$ cat config.mk
export PLATFORM = sky130hd
export DESIGN_NAME = serial_word_tx
export DESIGN_NICKNAME = d
export VERILOG_FILES = /design/src/rtl/serial_pkg.sv /design/src/rtl/serial_bit_timer.sv /design/src/rtl/serial_word_tx.sv
export SDC_FILE = /design/constraint.sdc
export NUM_CORES = 1
export LEC_CHECK = 0
export CAP_MARGIN = 15
export CORE_UTILIZATION = 46
export DETAILED_ROUTE_END_ITERATION = 10
export PLACE_DENSITY = 0.74
export SKIP_LAST_GASP = 1
export SLEW_MARGIN = 30
export SYNTH_ARGS = -nofsm -noshare
export SYNTH_HDL_FRONTEND = slang
export SYNTH_SLANG_ARGS = --single-unit
$ cat constraint.sdc
create_clock -name clock -period 2 [get_ports clock]
set_input_delay 0.5 -clock clock [delete_from_list [all_inputs] [get_ports clock]]
set_output_delay 0.5 -clock clock [all_outputs]
set_load 0.005 [all_outputs]
$ cat src/rtl/serial_pkg.sv
// Shared types and helpers for the serial word link (transmitter and receiver).
package serial_pkg;

  typedef enum logic [1:0] {
    IDLE  = 2'd0,
    START = 2'd1,
    DATA  = 2'd2,
    STOP  = 2'd3
  } serial_state_t;

  localparam logic LINE_IDLE = 1'b1;
  localparam logic START_BIT = 1'b0;

  // Clock cycles occupied by one complete frame on the line.
  function automatic int unsigned frame_cycles(input int unsigned width,
                                               input int unsigned bit_cycles,
                                               input int unsigned stop_bits);
    return (1 + width + stop_bits) * bit_cycles;
  endfunction

endpackage

$ cat src/rtl/serial_bit_timer.sv
// Bit-period timer: pulses bit_tick on the last cycle of each serial bit while run is high.
module serial_bit_timer #(
  parameter int BIT_CYCLES = 4
) (
  input  logic clock,
  input  logic reset_,
  input  logic run,
  output logic bit_tick
);

  localparam int CW = (BIT_CYCLES > 1) ? $clog2(BIT_CYCLES) : 1;

  logic [CW-1:0] count;

  assign bit_tick = run && (count == CW'(BIT_CYCLES - 1));

  // Holding at zero while idle aligns the first bit of a frame to the cycle after accept.
  always_ff @(posedge clock) begin
    if (reset_ || !run || bit_tick) begin
      count <= '0;
    end else begin
      count <= count + CW'(1);
    end
  end

endmodule

$ cat src/rtl/serial_word_tx.sv
// UART-style word transmitter: start bit, WIDTH data bits MSB-first, STOP_BITS stop bits.
module serial_word_tx
  import serial_pkg::*;
#(
  parameter int WIDTH      = 16,
  parameter int BIT_CYCLES = 4,
  parameter int STOP_BITS  = 1
) (
  input  logic             clock,
  input  logic             reset_,
  input  logic             in_valid,
  input  logic [WIDTH-1:0] in_data,
  output logic             in_ready,
  output logic             tx,
  output logic             busy
);

  localparam int IW = (WIDTH > 1) ? $clog2(WIDTH) : 1;
  localparam int SW = (STOP_BITS > 1) ? $clog2(STOP_BITS) : 1;

  serial_state_t    state;
  logic [WIDTH-1:0] shift;
  logic [WIDTH-1:0] shifted;
  logic [IW-1:0]    bit_idx;
  logic [SW-1:0]    stop_cnt;
  logic             run;
  logic             bit_tick;
  logic             accept;

  assign in_ready = (state == IDLE);
  assign busy     = ~in_ready;
  assign accept   = in_valid & in_ready;
  assign run      = (state != IDLE);
  assign shifted  = shift << 1;

  serial_bit_timer #(
    .BIT_CYCLES(BIT_CYCLES)
  ) u_bit_timer (
    .clock    (clock),
    .reset_   (reset_),
    .run      (run),
    .bit_tick (bit_tick)
  );

  // tx is loaded one bit ahead so the line changes exactly on bit boundaries from a flop.
  always_ff @(posedge clock) begin
    if (reset_) begin
      state    <= IDLE;
      tx       <= LINE_IDLE;
      shift    <= '0;
      bit_idx  <= '0;
      stop_cnt <= '0;
    end else begin
      case (state)
        IDLE: begin
          if (accept) begin
            state    <= START;
            tx       <= START_BIT;
            shift    <= in_data;
            bit_idx  <= '0;
            stop_cnt <= '0;
          end
        end
        START: begin
          if (bit_tick) begin
            state <= DATA;
            tx    <= shift[WIDTH-1];
          end
        end
        DATA: begin
          if (bit_tick) begin
            if (bit_idx == IW'(WIDTH - 1)) begin
              state   <= STOP;
              tx      <= LINE_IDLE;
              bit_idx <= '0;
            end else begin
              bit_idx <= bit_idx + IW'(1);
              shift   <= shifted;
              tx      <= shifted[WIDTH-1];
            end
          end
        end
        STOP: begin
          if (bit_tick) begin
            if (stop_cnt == SW'(STOP_BITS - 1)) begin
              state    <= IDLE;
              stop_cnt <= '0;
            end else begin
              stop_cnt <= stop_cnt + SW'(1);
            end
          end
        end
        default: begin
          state <= IDLE;
          tx    <= LINE_IDLE;
        end
      endcase
    end
  end

endmodule

* Word level (Yosys, flattened, before mapping)
Index checks and enable logic that the tools add are counted.
** Word-level totals
- Bits in registers :: 26
- Input bits :: 19
- Output and inout port bits :: 3
- Word-level logic and storage cells :: 60
** Operators by class
- Add/subtract/negate cells :: 3
- Equality and inequality tests :: 12
- Muxes and demuxes :: 23
- Bitwise operators :: 2
- Reductions and logical operators :: 14
** Operator list (number)
- $mux 16 :: 3
- $pmux 16 s2 :: 1
- $mux 2 :: 6
- $mux 4 :: 3
- $ne 2x1->1 const B :: 4
- $pmux 2 s4 :: 1
- $pmux 4 s2 :: 1
- $reduce_and 4->1 :: 2
- $eq 2x2->1 const B :: 3
- $mux 1 :: 6
- $ne 2x2->1 const B :: 3
- $reduce_and 3->1 :: 2
- $reduce_and 6->1 :: 1
- $reduce_bool 2->1 :: 3
- $add 4x1->4 const B :: 1
- $eq 4x4->1 const B :: 1
- $pmux 1 s3 :: 1
- $reduce_bool 3->1 :: 1
- $add 2x1->2 const B :: 1
- $eq 2x1->1 const B :: 1
- $logic_not 2->1 :: 1
- $logic_or 1x1->1 :: 2
- $pmux 1 s2 :: 1
- $add 1x1->1 const B :: 1
- other kinds (4) :: 4

* Depth between registers and ports, before layout
Gate-level depths: netlist of the first run.
- Word-level depth :: 4
- Gate-level depth with buffers :: 8

* Hierarchy
Synthesis of the first run repeated with hierarchy kept, for this count alone.
** Unflattened totals
- Cell total of the unflattened synthesis :: 137
- Area, all modules :: 1371.3 sq um
** Modules (own cells, without submodules)
- serial_word_tx :: times used 1, cells an instance 131, area each 1285.0 sq um, sequential area each 460.4 sq um
- serial_bit_timer :: times used 1, cells an instance 6, area each 86.3 sq um, sequential area each 40.0 sq um

* Worst setup path before layout of the first run
OpenSTA, ideal clock, no wires.
- Path kind :: reg-to-reg
- Start :: register state[0]
- End :: register state[0]
- Library setup time :: 0.088 ns
- Arrival :: 1.829 ns
- Data required time :: 1.912 ns
- Setup slack :: 0.083 ns
- Cell stages (with the launch flop) :: 8
- Period minus slack after synthesis :: 1.917 ns
- Cells stage by stage :: dfxtp_1 -> inv_1 -> ha_1 -> buf_6 -> or3_4 -> a222oi_1 -> nor2_1 -> a311oi_2
** Between the ends
- Word-level cells in the longest chain between the ends :: 4
** RTL lines
- start: declaration :: RTL line serial_word_tx.sv:21 : serial_state_t state;
- start signal: assignment :: RTL line serial_word_tx.sv:48 : state <= IDLE;
- start signal: assignment :: RTL line serial_word_tx.sv:57 : state <= START;
- start signal: assignment :: RTL line serial_word_tx.sv:66 : state <= DATA;
- $logic_not 2->1 / $reduce_bool 2->1 (equally long branches) :: RTL line serial_word_tx.sv:30, serial_word_tx.sv:54, serial_word_tx.sv:33
- $and 1x1->1 / $logic_and 1x1->1 (equally long branches) :: RTL line serial_word_tx.sv:32, serial_bit_timer.sv:15
- $ne 2x1->1 (no source line)
- $reduce_and 6->1 (no source line)
Several ways; a longest one is shown, not always the timed one.
A chain may end at the register's enable or synchronous reset.

* Worst setup path after layout of the first run
Same ends and word-level chain as after synthesis.

==> results.txt, run 1 <==
Crit path top cell by count: buf_4
Post-synth EDFFs: 0
Clock tree sinks: 25
Global-route wire length before repair: 3930 um
CP peak stage delay: 380 ps
WL/cell: 13.1 um
CP Capture Type: flip-flop
Max Freq: 514 MHz
Post-synth ARST share: 0%
Status: complete, no violations
Crit-path leading delay family: compound AO/OA/AOI/OAI gates
Gr usage total: 18.6%
Row cnt: 18
Relative slew slack: 79.7%
Layout cells sized above 1: 12.9%
Via/cell ratio: 5.49
Final period util: 97.3%
Cells after synthesis: 136
Hold WC Path Type: flip-flop to flip-flop
Critical path's slowest cell: or3_4
Req. time, crit path: 2230 ps
CTS root buf: clkbuf_4
Final Max Tran Viols: 0
Register area share after synthesis: 40.0%
Worst slew pin tran: 304 ps
Max Cap Viol: 0
Synth cell types: 30
Die Area: 2930 um2
CP Launch Type: flip-flop
Vias in the first global route: 992
Critical path arrival: 2170 ps
Depth of the CTS H-tree: 1
Leakage: 0.620 nW
Register bit count reported by yosys: 25
Layout area overhead: 29.4%
CP cell instances: buf_4, ha_1, or3_4, a222oi_1, buf_4, nor2_1, a311oi_2
R2R setup slack: 50 ps
Ys Warns: 0
Die Ht: 54.2 um
CP Class: flip-flop to flip-flop
DRT iter0 DRCs: 14
I/O pins: 22
Antenna Violating Nets Remaining: 0
CTS tree: yes
Reg2reg end: state[0]
Initial antenna violation count: 0
Final Skew: 4.83 ps
Syn Area/Cell: 9.20 um2
Pin count of the biggest net entering global routing: 31
Fin. Hold Viols: 0
Pre-antenna DRT Iters: 4
Clock Latency Late Sink: 310 ps
Buffers on Ports: 21
Core area: 2520 um2
FF-to-FF Start: state[0]
Worst setup startpoint: state[0]
Reg2Reg Depth: 7
Area of the multi-input gates: 702 um2
Main synth FF type: dfxtp_1
Synthesized area: 1250 um2
Crit path buffers/inverters: 2
Routed WL: 2540 um
Grt total ovfl: 0
Placed cells: 181
Syn Nets: 162
Fillers: 221
# diodes: 0
Power Density: 1320 nW/um2
Critical path endpoint: state[0]
Die W: 54.2 um
CTS Buf Count: 3
Hpwl dp: 1740 um
DRC viols: 0
Initial Utilization: 49.6%
Minimum clock period: 1950 ps
Post-route insts no fill: 193
Via count: 1059
Routability congestion estimate: 0.805
Nets: 190
WP depth: 7
Worst-path maximum fanout: 3
Final Util: 64.2%
Register cell area after layout: 503 um2
Max clock buf depth: 2
Final setup fails: 0
Clock transition at path regs: 130 ps
Max IR drop VDD: 0.897 mV
==> layout by cell type, fill, tap and decap left out, drive strengths merged <==
cell | synthesis | final
nand3b | 2 | 2
mux2i | 18 | 18
a222oi | 1 | 1
dlymetal6s2s | 0 | 1
nor4 | 1 | 1
a21oi | 5 | 5
a211oi | 15 | 15
nor4b | 1 | 1
clkbuf | 8 | 4
o311ai | 1 | 1
and2 | 1 | 1
or3 | 1 | 1
ha | 7 | 7
a22o | 1 | 1
nor2 | 21 | 21
nor2b | 2 | 2
nand2b | 2 | 2
and4 | 1 | 1
buf | 2 | 12
nand4b | 1 | 1
nand2 | 5 | 5
a311oi | 1 | 1
a32oi | 1 | 1
nand3 | 2 | 2
o21ai | 3 | 3
inv | 5 | 5
clkdlybuf4s50 | 0 | 20
nor3 | 2 | 2
dfxtp | 25 | 25
a31oi | 1 | 1
==> where the power goes <==
part           switching, mW  internal [mW]  leakage, nW
sequential            0.0883          0.664        0.206
combinational          0.559          0.604        0.399
clock                  0.141         0.0777       0.0150
total                  0.788           1.35        0.620
==> worst min path at each step <==
stage,start,to,slack [ps],cells after the start
2_1_floorplan,u_bit_timer.count[0],u_bit_timer.count[0],410,1
3_3_place_gp,u_bit_timer.count[0],u_bit_timer.count[0],410,1
3_5_place_dp,u_bit_timer.count[0],u_bit_timer.count[0],420,1
4_1_cts,u_bit_timer.count[0],u_bit_timer.count[0],440,1
5_1_grt,u_bit_timer.count[0],u_bit_timer.count[0],450,1
6_report,u_bit_timer.count[0],u_bit_timer.count[0],440,1
==> sequential cells by signal, summed over array words and instances (netlist names) <==
name	count
state	2
tx	1
u_bit_timer.count	2
bit_idx	4
shift	16
==> metrics by stage <==
stage / TNS (ps) / setup slack (ps) / total power [mW] / hold slack (ps) / cell area (um2)
5_1_grt: -24.3 / -17.3 / 2.31 / 451 / 1620
3_3_place_gp: 0 / 83.3 / 1.72 / 415 / 1510
3_5_place_dp: 0 / 13.8 / 1.77 / 422 / 1510
4_1_cts: 0 / 5.33 / 2.05 / 442 / 1570
6_report: 0 / 54.3 / 2.13 / 439 / 1620
2_1_floorplan: 0 / 82.5 / 1.48 / 407 / 1250
==> cell type report <==
| class | count | area share, % |
|---|---|---|
| Clock buffer | 4 | 1.62 |
| Inverter | 5 | 1.16 |
| Multi-Input combinational cell | 96 | 43.4 |
| Sequential cell | 25 | 31.1 |
| Tap cell | 30 | 2.32 |
| Timing Repair Buffer | 33 | 20.5 |
==> Yosys cell counts (5+ instances only) <==
cell      number  area (um2)
a211oi_1      15         113
a21oi_1        5        25.0
clkbuf_1       8        30.0
dfxtp_1       25         500
ha_1           7        87.6
inv_1          5        18.8
mux2i_1       18         180
nand2_1        5        18.8
nor2_1        21        78.8
==> repair_timing <==
item                       CTS  global route
setup endpoints to repair    3            16
pin swaps                    1             2
gates resized for setup      4             2
hold buffers                 0             0
buffers inserted             2             6
==> layer usage <==
layer	routed length (um)	track usage, %	vias up
met3	112	3.39	2
li1	-	-	542
met2	1280	34.1	20
met1	1130	19.9	495
met4	15	9.40	0
met5	0	0	-
==> logic make-up (layout without fill, tap and decap cells) <==
group / after synthesis / in the layout / synth area share, %
flip-flops: 25 / 25 / 40.0
adder cells (fa/ha/maj): 7 / 7 / 7.00
buffers and inverters: 15 / 42 / 5.20
AO/OA/AOI/OAI: 29 / 29 / 16.8
multiplexers: 18 / 18 / 14.4
AND/OR/NAND/NOR: 42 / 42 / 16.6
(Power assumes the default switching activity.)
==> run 2, diff against run 1 <==
CORE_UTILIZATION = 35   (was 46)
PLACE_DENSITY = not set   (was 0.74)
==> results.txt, run 2 (same netlist as run 1, synthesis figures left out) <==
Final period util: 96.2% (was 97.3%)
Design area: 1600 um2 (was 1620 um2)
Critical path arrival: 1420 ps (was 2170 ps)
Via count: 1035 (was 1059)
Nets: 187 (was 190)
Leakage: 0.599 nW (was 0.620 nW)
CP Capture Type: output pin (was flip-flop)
Gr usage total: 14.7% (was 18.6%)
Grt total ovfl: 0 (unchanged)
Reg2reg end: state[1] (was state[0])
Hold depth: 1 (unchanged)
Setup ws final: 76.0 ps (was 54.3 ps)
Hold WC Path Type: flip-flop to flip-flop (unchanged)
FF-to-FF Start: state[0] (unchanged)
Register cell area after layout: 503 um2 (unchanged)
Worst Hold End: u_bit_timer.count[0] (unchanged)
Layout area overhead: 27.9% (was 29.4%)
Row cnt: 21 (was 18)
Final TNS setup: 0 ps (unchanged)
Hold wc startpoint: u_bit_timer.count[0] (unchanged)
M3 GR Usage: 4.76% (was 3.39%)
Fin. Hold Viols: 0 (unchanged)
CP Launch Type: flip-flop (unchanged)
Worst slew pin tran: 288 ps (was 304 ps)
Max IR drop VDD: 0.466 mV (was 0.897 mV)
Clock tree sinks: 25 (unchanged)
Global-route wire length before repair: 4060 um (was 3930 um)
Hpwl dp: 1630 um (was 1740 um)
Power Density: 1320 nW/um2 (about the same)
CTS root buf: clkbuf_4 (unchanged)
Depth of the CTS H-tree: 1 (unchanged)
Initial Utilization: 36.9% (was 49.6%)
Max clock buf depth: 2 (unchanged)
R2R setup slack: 100 ps (was 50 ps)
Max Freq: 520 MHz (was 514 MHz)
Max Cap Viol: 0 (unchanged)
Clock transition at path regs: 140 ps (was 130 ps)
Commonest non-fill, non-tap cell in the layout: dfxtp_1 (unchanged)
Minimum clock period: 1920 ps (was 1950 ps)
CTS Buf Count: 3 (unchanged)
M2 GR Usage: 23.3% (was 34.1%)
Post-route insts no fill: 206 (was 193)
Pin count of the biggest net entering global routing: 31 (unchanged)
DRT iter0 DRCs: 97 (was 14)
I/O pins: 22 (unchanged)
Clock Latency Late Sink: 320 ps (was 310 ps)
Most frequent cells in the layout: dfxtp_1 (23), nor2_1 (21), clkdlybuf4s50_1 (20), mux2i_1 (18), a211oi_1 (15) (unchanged)
# diodes: 0 (unchanged)
Max reg flops: 16 (unchanged)
Biggest register: shift (unchanged)
CTS tree: yes (unchanged)
Fillers: 323 (was 221)
Layout cells sized above 1: 12.5% (was 12.9%)
Pre-CTS setup slack: 21.3 ps (was 13.8 ps)
Final Max Tran Viols: 0 (unchanged)
Via/cell ratio: 5.02 (was 5.49)
Final setup fails: 0 (unchanged)
DRC viols: 0 (unchanged)
Reg2Reg Depth: 7 (unchanged)
Core area: 3390 um2 (was 2520 um2)
Vias in the first global route: 869 (was 992)
Most crowded layer after global routing: met2 (unchanged)
Worst-path maximum fanout: 4 (was 3)
Relative slew slack: 80.8% (was 79.7%)
Antenna Violating Nets Remaining: 0 (unchanged)
Routed WL: 2480 um (was 2540 um)
Buffers on Ports: 21 (unchanged)
Die Area: 3820 um2 (was 2930 um2)
Final Skew: 2.18 ps (was 4.83 ps)
WL/cell: 12.0 um (was 13.1 um)
Global Route met1 Usage: 18.6% (was 19.9%)
Registers with the most flip-flops: shift (16), bit_idx (4) (unchanged)
CP Class: flip-flop to output pin (was flip-flop to flip-flop)
DP Area: 1520 um2 (was 1510 um2)
Pre-antenna DRT Iters: 4 (unchanged)
Hold buffer count at CTS: 0 (unchanged)
Status: complete, no violations (unchanged)
Req. time, crit path: 1500 ps (was 2230 ps)
Routability congestion estimate: 0.836 (was 0.805)
Placed cells: 197 (was 181)
Die W: 61.8 um (was 54.2 um)
Die Ht: 61.8 um (was 54.2 um)
RSZ-0062 raised after global routing: true
Area of the multi-input gates: 702 um2 (unchanged)
Initial antenna violation count: 0 (unchanged)
-- run 2: what timing repair did --
action	in CTS	in global routing
pin swaps	1	1
endpoints found under the setup margin	2	4
gates resized for setup	4	3
buffers inserted	4	1
-- run 2: final cells by class --
type                       count  area share (%)
tap                           46            3.60
clock buffer                   4            1.64
multi-input combinational     96            43.9
timing repair buffer          30            18.3
inverter                       5            1.17
sequential                    25            31.4
-- run 2: how the worst max path moves through the flow --
stage | slack [ps] | cells past startpoint | to | start
after detailed placement | 20 | 6 | shift[2] | in_valid
final | 80 | 3 | in_ready | state[1]
after global placement | 80 | 5 | state[0] | in_valid
after CTS | 6 | 4 | busy | state[1]
after floorplan | 80 | 7 | state[0] | state[0]
after global routing | -10 | 3 | in_ready | state[1]
-- run 2: critical path, cell delays in order, from the launching register on --
cell and delay (ps):
dfxtp_2 360, inv_2 90, ha_4 160, clkdlybuf4s50_1 490
-- run 2: metal layers --
| layer | wire length (um) | vias to the layer above |
|---|---|---|
| li1 | - | 540 |
| met3 | 121 | 6 |
| met4 | 44 | 0 |
| met2 | 1130 | 24 |
| met1 | 1190 | 465 |
| met5 | 0 | - |
-- run 2: where the power goes --
group          total (mW)  switching, mW  internal (mW)
Clock               0.233          0.155         0.0782
Sequential          0.750         0.0859          0.664
Combinational        1.13          0.537          0.592
Total                2.11          0.778           1.33
-- run 2: stage by stage --
step / total power, mW / utilization [%] / hold slack, ps
5_1_grt: 2.28 / 47.2 / 455
3_5_place_dp: 1.76 / 44.8 / 427
3_3_place_gp: 1.73 / 44.8 / 416
4_1_cts: 2.09 / 46.9 / 446
6_report: 2.11 / 47.2 / 442
2_1_floorplan: 1.48 / - / 407
